`src/rtl/BasicTypes.sv`:
```
// BasicTypes: small enums and helpers shared by the pipeline control blocks.
package BasicTypes;

    // Hazard controller FSM: either passing instructions normally or
    // holding the flush line high while the front end is redirected.
    typedef enum logic {
        IDLE     = 1'b0,
        FLUSHING = 1'b1
    } PipelineControllerState;

endpackage

```
`src/rtl/RvTypes.sv`:
```
// RvTypes: RISC-V architectural types shared across the core.
// Provides addr_t, the width used for every program-counter value.
package RvTypes;

    localparam int XLEN = 32;

    typedef logic [XLEN-1:0] addr_t;

endpackage

```
`src/rtl/pipeline_event_counter.sv`:
```
// pipeline_event_counter: one performance event counter for the hazard
// controller. It either saturates at all-ones or wraps around.
// The module exists only when RAFI_PIPELINE_PERF_COUNTER_EN is defined.
`ifdef RAFI_PIPELINE_PERF_COUNTER_EN
module pipeline_event_counter #(
    parameter int WIDTH    = 32,
    parameter bit SATURATE = 1'b0
) (
    input  logic             clk,
    input  logic             rst,
    input  logic             inc,
    output logic [WIDTH-1:0] count
);

    logic [WIDTH-1:0] count_q;
    logic [WIDTH-1:0] count_d;

    // Next count: hold at all-ones when saturating, otherwise wrap on overflow.
    always_comb begin
        count_d = count_q;
        if (inc) begin
            if (!(SATURATE && (&count_q))) begin
                count_d = count_q + WIDTH'(1);
            end
        end
    end

    // Count register, cleared by reset regardless of a same-cycle event.
    always_ff @(posedge clk) begin
        if (rst) begin
            count_q <= '0;
        end else begin
            count_q <= count_d;
        end
    end

    assign count = count_q;

endmodule
`endif

```
`src/rtl/pipeline_hazard_controller.sv`:
```
// pipeline_hazard_controller: per-stage stall generation and flush/redirect
// sequencing for the in-order pipeline.
// Optional feature macro: RAFI_PIPELINE_PERF_COUNTER_EN adds the stallCycles
// and flushCount event counters (pipeline_event_counter instances).
module pipeline_hazard_controller
    import RvTypes::*;
    import BasicTypes::*;
#(
    parameter int FLUSH_CYCLES       = 1,
    parameter int PERF_COUNTER_WIDTH = 32
) (
    input  logic                          clk,
    input  logic                          rst,
    input  logic                          exStallReq,
    input  logic                          maStallReq,
    input  logic                          flushReq,
    input  addr_t                         nextPc,
    output logic                          ifStall,
    output logic                          idStall,
    output logic                          rrStall,
    output logic                          exStall,
    output logic                          bypassStall,
    output logic                          flush,
`ifdef RAFI_PIPELINE_PERF_COUNTER_EN
    output logic [PERF_COUNTER_WIDTH-1:0] stallCycles,
    output logic [PERF_COUNTER_WIDTH-1:0] flushCount,
`endif
    output addr_t                         redirectPc
);

    // Reject out-of-range configurations when the design is elaborated.
    if (FLUSH_CYCLES < 1 || FLUSH_CYCLES > 15) begin : gBadFlushCycles
        $error("FLUSH_CYCLES must be within 1..15");
    end
    if (PERF_COUNTER_WIDTH < 1) begin : gBadPerfWidth
        $error("PERF_COUNTER_WIDTH must be at least 1");
    end

    // The remaining-cycle counter starts from FLUSH_CYCLES-1 so that the
    // flush line stays up for exactly FLUSH_CYCLES cycles.
    localparam logic [3:0] FLUSH_LOAD = 4'(FLUSH_CYCLES - 1);

    PipelineControllerState state_q;
    PipelineControllerState state_d;
    logic [3:0]             cnt_q;
    logic [3:0]             cnt_d;
    addr_t                  redirect_q;
    addr_t                  redirect_d;

    // A flush from MA is only taken when MA itself is not stalled; a request
    // raised during a stall is dropped and re-presented by MA later.
    logic flushAccept;
    assign flushAccept = flushReq & ~maStallReq;

    // State register: reset wins over any in-progress or same-cycle flush.
    always_ff @(posedge clk) begin
        if (rst) begin
            state_q    <= IDLE;
            cnt_q      <= '0;
            redirect_q <= '0;
        end else begin
            state_q    <= state_d;
            cnt_q      <= cnt_d;
            redirect_q <= redirect_d;
        end
    end

    // Next state: an accepted flush always (re)starts the sequence with the
    // newest target; otherwise count down and drop back to IDLE at zero.
    always_comb begin
        state_d    = state_q;
        cnt_d      = cnt_q;
        redirect_d = redirect_q;
        if (flushAccept) begin
            state_d    = FLUSHING;
            cnt_d      = FLUSH_LOAD;
            redirect_d = nextPc;
        end else if (state_q == FLUSHING) begin
            if (cnt_q == 4'd0) begin
                state_d = IDLE;
            end else begin
                cnt_d = cnt_q - 4'd1;
            end
        end
    end

    // Outputs: flush follows the registered state; stalls are combinational.
    // Flush overrides stalling, but EX must still hold while MA is stalled.
    always_comb begin
        flush       = (state_q == FLUSHING);
        exStall     = maStallReq;
        ifStall     = ~flush & (maStallReq | exStallReq);
        idStall     = ~flush & (maStallReq | exStallReq);
        rrStall     = ~flush & (maStallReq | exStallReq);
        bypassStall = ~flush & (maStallReq | exStallReq);
    end

    assign redirectPc = redirect_q;

`ifdef RAFI_PIPELINE_PERF_COUNTER_EN
    pipeline_event_counter #(
        .WIDTH    (PERF_COUNTER_WIDTH),
        .SATURATE (1'b1)
    ) uStallCounter (
        .clk   (clk),
        .rst   (rst),
        .inc   (ifStall),
        .count (stallCycles)
    );

    pipeline_event_counter #(
        .WIDTH    (PERF_COUNTER_WIDTH),
        .SATURATE (1'b0)
    ) uFlushCounter (
        .clk   (clk),
        .rst   (rst),
        .inc   (flushAccept),
        .count (flushCount)
    );
`endif

endmodule
```
`config.mk`:
```
export PLATFORM = sky130hd
export DESIGN_NAME = pipeline_hazard_controller
export DESIGN_NICKNAME = d
export VERILOG_FILES = /design/src/rtl/BasicTypes.sv /design/src/rtl/RvTypes.sv /design/src/rtl/pipeline_event_counter.sv /design/src/rtl/pipeline_hazard_controller.sv
export SDC_FILE = /design/constraint.sdc
export NUM_CORES = 1
export LEC_CHECK = 0
export ABC_AREA = 1
export CORE_MARGIN = 3
export CORE_UTILIZATION = 54
export DETAILED_ROUTE_END_ITERATION = 6
export DONT_BUFFER_PORTS = 1
export PLACE_DENSITY_LB_ADDON = 0.12
export SLEW_MARGIN = 10
export SYNTH_ARGS = -nofsm -noshare
export SYNTH_HDL_FRONTEND = slang
export SYNTH_SLANG_ARGS = --single-unit
```
`constraint.sdc`:
```
create_clock -name clk -period 1.1 [get_ports clk]
set_input_delay 0.33 -clock clk [delete_from_list [all_inputs] [get_ports clk]]
set_output_delay 0.33 -clock clk [all_outputs]
set_load 0.02 [all_outputs]
```
==> results.yml, run 1 <==
outcome:
  status: "finished with violations"
  failed_checks: "negative setup slack"
timing:
  setup_viol: 5
  post-route-period-util_pct: 119
  hold_viol: 0
  final_max_slew_viol_count: 0
  maxSlewHeadroom_pct: 63.6
  clock_skew_ns: 0.000837
  fin_crit_ns: 1.30
  rsz0062_at_grt: "true"
  fin_ws_ns: -0.204
  fmax_mhz: 767
  worst_slew_pin_slew_ns: 0.545
  hold_slack_ns: 0.119
placement:
  post-place-ws_ns: -0.0927
  dp_cells: 207
  hpwl_um: 2120
  gp_congestion: 0.764
  io_buffers: 0
worst_setup_path:
  path_max_fanout: 4
  crit_path_end_kind: "primary output"
  r2r_setup_slack_ns: 0.04
  crit_type: "flop to primary output"
  cp.arrival_ns: 0.97
  required_ns: 0.77
  start_kind: "flop"
finish:
  utilization_pct: 67.7
  final_nets: 226
  syn_to_final_growth_pct: 17.9
  num_antenna_cells: 0
  layout-drive-gt1-share_pct: 34.4
  fin_cells: 219
power:
  ir_drop_mv: 1.18
  power_density_mw_per_mm2: 1430
  power.total_w: 0.00243
  leakagePower_nw: 0.724
clocking:
  insertion_delay_ns: 0.34
  cts_root_buf: "clkbuf_4"
  clock_sinks: 37
  htreeDepth: 2
  clk_pin_slew_ns: 0.11
  cts_buffers: 5
  clock_path_buffers: 2
  cts_tree: "done"
yosys:
  synth_seq_cells: 37
  synth_area_mm2: 0.00144
  seq_area_frac_synth_pct: 51.6
  syn-num-nets: 221
  syn-mean-instance-area_um2: 7.84
  ys_types: 19
  ys_warn_count: 0
  synthCells: 183
detailed_routing:
  drc_errors: 0
  first_pass_iters: 4
  drtIter0Drc: 66
  viasPerCell: 5.46
  drtAntennaViolNets: 0
  wl_um: 3260
  wire_per_inst_um: 14.9
  vias: 1196
global_routing:
  grt_first_pass_wirelength_um: 5100
  track_usage_pct: 20.2
  grt_pass1_vias: 1154
  grt_max_degree: 34
  antenna_found_initial: 0
  grt-ovfl-total: 0
floorplanning:
  num_rows: 18
  pin_count: 75
  dieArea_mm2: 0.00331
  initial_core_util_pct: 57.4
  die_w_um: 57.6
  fp.coreArea_mm2: 0.00250
  chipHeight_um: 57.6
job:
  drv_cap: 0
min_path:
  hp-class: "primary input to flop"
[timing repair]
action                                 in CTS  in global routing
endpoints found under the hold margin       0                  2
pin swaps                                   1                  0
gates resized for setup                    38                 39
hold buffers                                0                  1
setup endpoints to repair                  39                 41
setup buffers                               2                  1
[Yosys cell counts]
cell | number | area, um^2
nand3_2 | 1 | 10.0
a31oi_1 | 1 | 6.26
inv_2 | 1 | 3.75
ha_1 | 1 | 12.5
o21ai_0 | 22 | 110
o21ai_1 | 9 | 45.0
buf_2 | 4 | 20.0
buf_4 | 6 | 45.0
nor2_1 | 69 | 259
buf_6 | 4 | 45.0
nor2_4 | 1 | 11.3
inv_1 | 8 | 30.0
nand2_1 | 10 | 37.5
nand3_1 | 1 | 5.00
a21oi_2 | 2 | 17.5
nand3b_1 | 1 | 7.51
dfxtp_1 | 37 | 741
a21oi_1 | 2 | 10.0
nand4_1 | 3 | 18.8
[worst paths after layout]
kind,startpoint,endpoint,cells past startpoint
min,nextPc[29],redirectPc[29],2
max reg2reg,cnt_q[0],cnt_q[0],6
min reg2reg,redirectPc[15],redirectPc[15],2
max,flush,bypassStall,2
[critical path, stage by stage, from the launching register on]
cell and delay [ns]:
dfxtp_4 0.38, nor2_4 0.10, buf_12 0.16
[logic make-up after synthesis]
logic type / share of synthesized area [%]
buffers and inverters: 10.0
AO/OA/AOI/OAI: 13.2
flip-flops: 51.6
adder cells (fa/ha/maj): 0.872
AND/OR/NAND/NOR: 24.3
[placed cells by master, fill, tap and decap left out, types with 2 or more instances in the layout]
cell type	synthesis	layout
a21oi_2	2	4
buf_4	6	9
clkbuf_4	0	5
clkinv_2	0	2
dfxtp_1	37	2
dfxtp_2	0	2
dfxtp_4	0	33
inv_1	8	6
inv_2	1	3
nand2_1	10	9
nand4_1	3	3
nor2_1	69	68
nor2_4	1	2
o21ai_0	22	22
o21ai_1	9	9
[per-stage QoR]
stage / area (um^2) / TNS, ns
4_1_cts: 1580 / -1.00
6_report: 1690 / -1.02
2_1_floorplan: 1460 / -0.174
3_5_place_dp: 1440 / -1.20
5_1_grt: 1690 / -1.44
3_3_place_gp: 1440 / -0.0682
[state kept, by name (all words and copies together), names as in the netlist]
| signal | flops |
|---|---|
| cnt_q | 4 |
| flush | 1 |
| redirectPc | 32 |
[report_power, final]
group	leakage (nW)	total, W	internal, W	switching [W]
clock network	0.0320	0.000670	0.000243	0.000427
logic	0.364	0.000214	0.0000803	0.000133
registers	0.327	0.00154	0.00140	0.000145
[final cells by class]
type	count	area, um^2
Tap cell	30	37.5
Clock inverter	2	10.0
Fill cell	212	808
Sequential cell	37	867
Multi-Input combinational cell	123	593
Timing Repair Buffer	12	109
Inverter	9	33.8
Clock buffer	6	41.3
[per-layer routing]
metal | vias to the layer above | wire length, um | track usage [%]
met2 | 54 | 1590 | 32.6
met3 | 7 | 312 | 9.05
met1 | 544 | 1310 | 23.5
li1 | 591 | - | -
met4 | 0 | 48 | 7.62
met5 | - | 0 | 0
Note: power is estimated with default switching activity, not from simulation.
==> run 2: changes to the inputs <==
--- a/config.mk
+++ b/config.mk
@@ -6,6 +6,7 @@
 export NUM_CORES = 1
 export LEC_CHECK = 0
 export ABC_AREA = 1
+export CAP_MARGIN = 0
 export CORE_MARGIN = 3
 export CORE_UTILIZATION = 54
 export DETAILED_ROUTE_END_ITERATION = 6
==> results of run 2 <==
Final layout, timing and power as in run 1 (identical DEF).
==> run 3: changes to the inputs <==
--- a/config.mk
+++ b/config.mk
@@ -8,7 +8,7 @@
 export ABC_AREA = 1
 export CAP_MARGIN = 0
 export CORE_MARGIN = 3
-export CORE_UTILIZATION = 54
+export CORE_UTILIZATION = 38
 export DETAILED_ROUTE_END_ITERATION = 6
 export DONT_BUFFER_PORTS = 1
 export PLACE_DENSITY_LB_ADDON = 0.12
==> constraint.sdc (replaced) <==
create_clock -name clk -period 1.21 [get_ports clk]
set_input_delay 0.363 -clock clk [delete_from_list [all_inputs] [get_ports clk]]
set_output_delay 0.363 -clock clk [all_outputs]
set_load 0.02 [all_outputs]
==> run 3 against run 2 <==
Against the previous run:
- the run still ends with negative setup slack left
- clock skew is 0.00062 ns lower
- critical path type unchanged
- total power is 0.51% higher
- clock power is 24% higher
- sequential power is 8% lower
- cell count is 5.5% higher
- wire length is 8.6% lower
- register-to-register slack better by 0.06 ns
- worst hold slack better by 0.014 ns
- core utilization is 23 points lower
- first-iteration DRC count is 7.6% lower
- largest cell class unchanged
- largest power group unchanged
- final area is 7.6% lower
==> results.yml, run 3 (synthesized netlist as in run 1, its figures left out) <==
outcome:
  status: "finished with violations"
  failed_checks: "negative setup slack"
worst_setup_path:
  slowest_stage: "dfxtp_2"
  crit_type: "flop to primary output"
  crit_path_end_kind: "primary output"
  path_cells: "nor2_4 -> buf_12"
  start_kind: "flop"
  cpPeakStageDelay_ns: 0.33
  cp.arrival_ns: 0.87
  path_max_fanout: 4
  required_ns: 0.85
timing:
  setup_tns_ns: -0.0740
  maxSlewHeadroom_pct: 83.1
  worst_slew_pin_slew_ns: 0.253
  final_max_slew_viol_count: 0
  fmax_mhz: 814
  fin_crit_ns: 1.23
  fin_ws_ns: -0.0186
  hold_viol: 0
  rsz0062_at_grt: "true"
  post-route-period-util_pct: 102
  setup_viol: 4
  clock_skew_ns: 0.000218
finish:
  largest_reg_flops: 32
  most-common-layout-cells: "68 x nor2_1, 36 x dfxtp_1, 22 x o21ai_0"
  layout-drive-gt1-share_pct: 13.0
  final_nets: 223
  num_antenna_cells: 0
  syn_to_final_growth_pct: 8.89
  layout_commonest_cell: "nor2_1"
  fillerInstances: 366
floorplanning:
  fp.coreArea_mm2: 0.00349
  chipHeight_um: 67.5
  dieArea_mm2: 0.00455
  die_w_um: 67.5
  num_rows: 21
  pin_count: 75
  initial_core_util_pct: 41.1
detailed_routing:
  wl_um: 2980
  wire_per_inst_um: 12.9
  drtAntennaViolNets: 0
  vias: 1123
  viasPerCell: 4.86
  drtIter0Drc: 61
  first_pass_iters: 4
  drc_errors: 0
clocking:
  clock_sinks: 37
  cts_root_buf: "clkbuf_8"
  cts_tree: "done"
  htreeDepth: 2
  insertion_delay_ns: 0.27
  clock_path_buffers: 2
  clk_pin_slew_ns: 0.07
  cts_buffers: 5
min_path:
  hp-class: "primary input to flop"
placement:
  post-place-ws_ns: 0.0675
  io_buffers: 0
  gp_congestion: 0.716
  hpwl_um: 2230
global_routing:
  grt_first_pass_wirelength_um: 4860
  grt_pass1_vias: 1103
  track_usage_pct: 14.1
  grt_max_degree: 18
  grt-ovfl-total: 0
  antenna_found_initial: 0
power:
  ir_drop_mv: 0.839
  power_density_mw_per_mm2: 1560
  pwr-share-clk_pct: 34.1
  power.total_w: 0.00244
  combPwrFrac_pct: 7.6
  p_seq_share_pct: 58.3
  switching_share_pct: 25.6
  leakagePower_nw: 0.677
  switchingPower_w: 0.000625
  p_int_w: 0.00181
job:
  drv_cap: 0
==> run 3: cell count changes in the layout (fill, tap and decap cells not counted), sizes merged <==
cell	delta
buf	-2
clkbuf	+1
clkinv	-2
dlygate4sd3	-1
==> run 3: final timing paths <==
kind / depth (start not counted) / end / slack [ns] / start
worst max register to register: 6 / cnt_q[0] / 0.10 / cnt_q[0]
worst max-delay path: 2 / bypassStall / -0.02 / flush
worst min register to register: 2 / cnt_q[1] / 0.48 / cnt_q[1]
worst min-delay path: 1 / flush / 0.13 / rst
==> run 3: per-layer routing <==
metal,vias to the layer above,GRT usage (%),wire length [um]
li1,578,-,-
met1,498,15.5,1180
met2,42,23.2,1450
met3,5,5.99,325
met4,0,6.84,34
met5,-,0,0
==> run 3: power by group through the flow <==
stage | combinational (W) | clock [W] | sequential [W]
3_5_place_dp | 0.000189 | 0 | 0.00145
6_report | 0.000185 | 0.000831 | 0.00142
3_3_place_gp | 0.000183 | 0 | 0.00145
2_1_floorplan | 0.000176 | 0 | 0.00144
5_1_grt | 0.000216 | 0.000932 | 0.00143
4_1_cts | 0.000189 | 0.000872 | 0.00142
==> run 3: through the flow <==
step | instances | hold WS, ns | instance area (um^2) | utilization, %
floorplan | 183 | 0.418 | 1460 | -
global route | 231 | 0.111 | 1560 | 44.7
finish | 231 | 0.133 | 1560 | 44.7
global placement | 224 | 0.426 | 1470 | 42.1
CTS | 231 | 0.122 | 1560 | 44.6
detailed placement | 224 | 0.423 | 1470 | 42.1
==> run 3: critical path: cells and delay by family, from the launching register on <==
family        cells  cell delay [ns]
buf+inv           1             0.16
simple gates      1             0.09
flops             1             0.33
==> run 3: area by class of cell <==
| class | count | area [um^2] | share of cell area [%] |
|---|---|---|---|
| Sequential cell | 37 | 742 | 47.5 |
| Clock buffer | 7 | 86.3 | 5.52 |
| Multi-Input combinational cell | 123 | 563 | 36.0 |
| Timing Repair Buffer | 9 | 80.1 | 5.12 |
| Tap cell | 46 | 57.6 | 3.68 |
| Inverter | 9 | 33.8 | 2.16 |
==> run 3: repair_timing <==
item	4_1_cts	5_1_grt
hold buffers	0	0
setup buffers	0	0
gates resized for setup	0	2
pin swaps	0	0
setup endpoints to repair	4	9
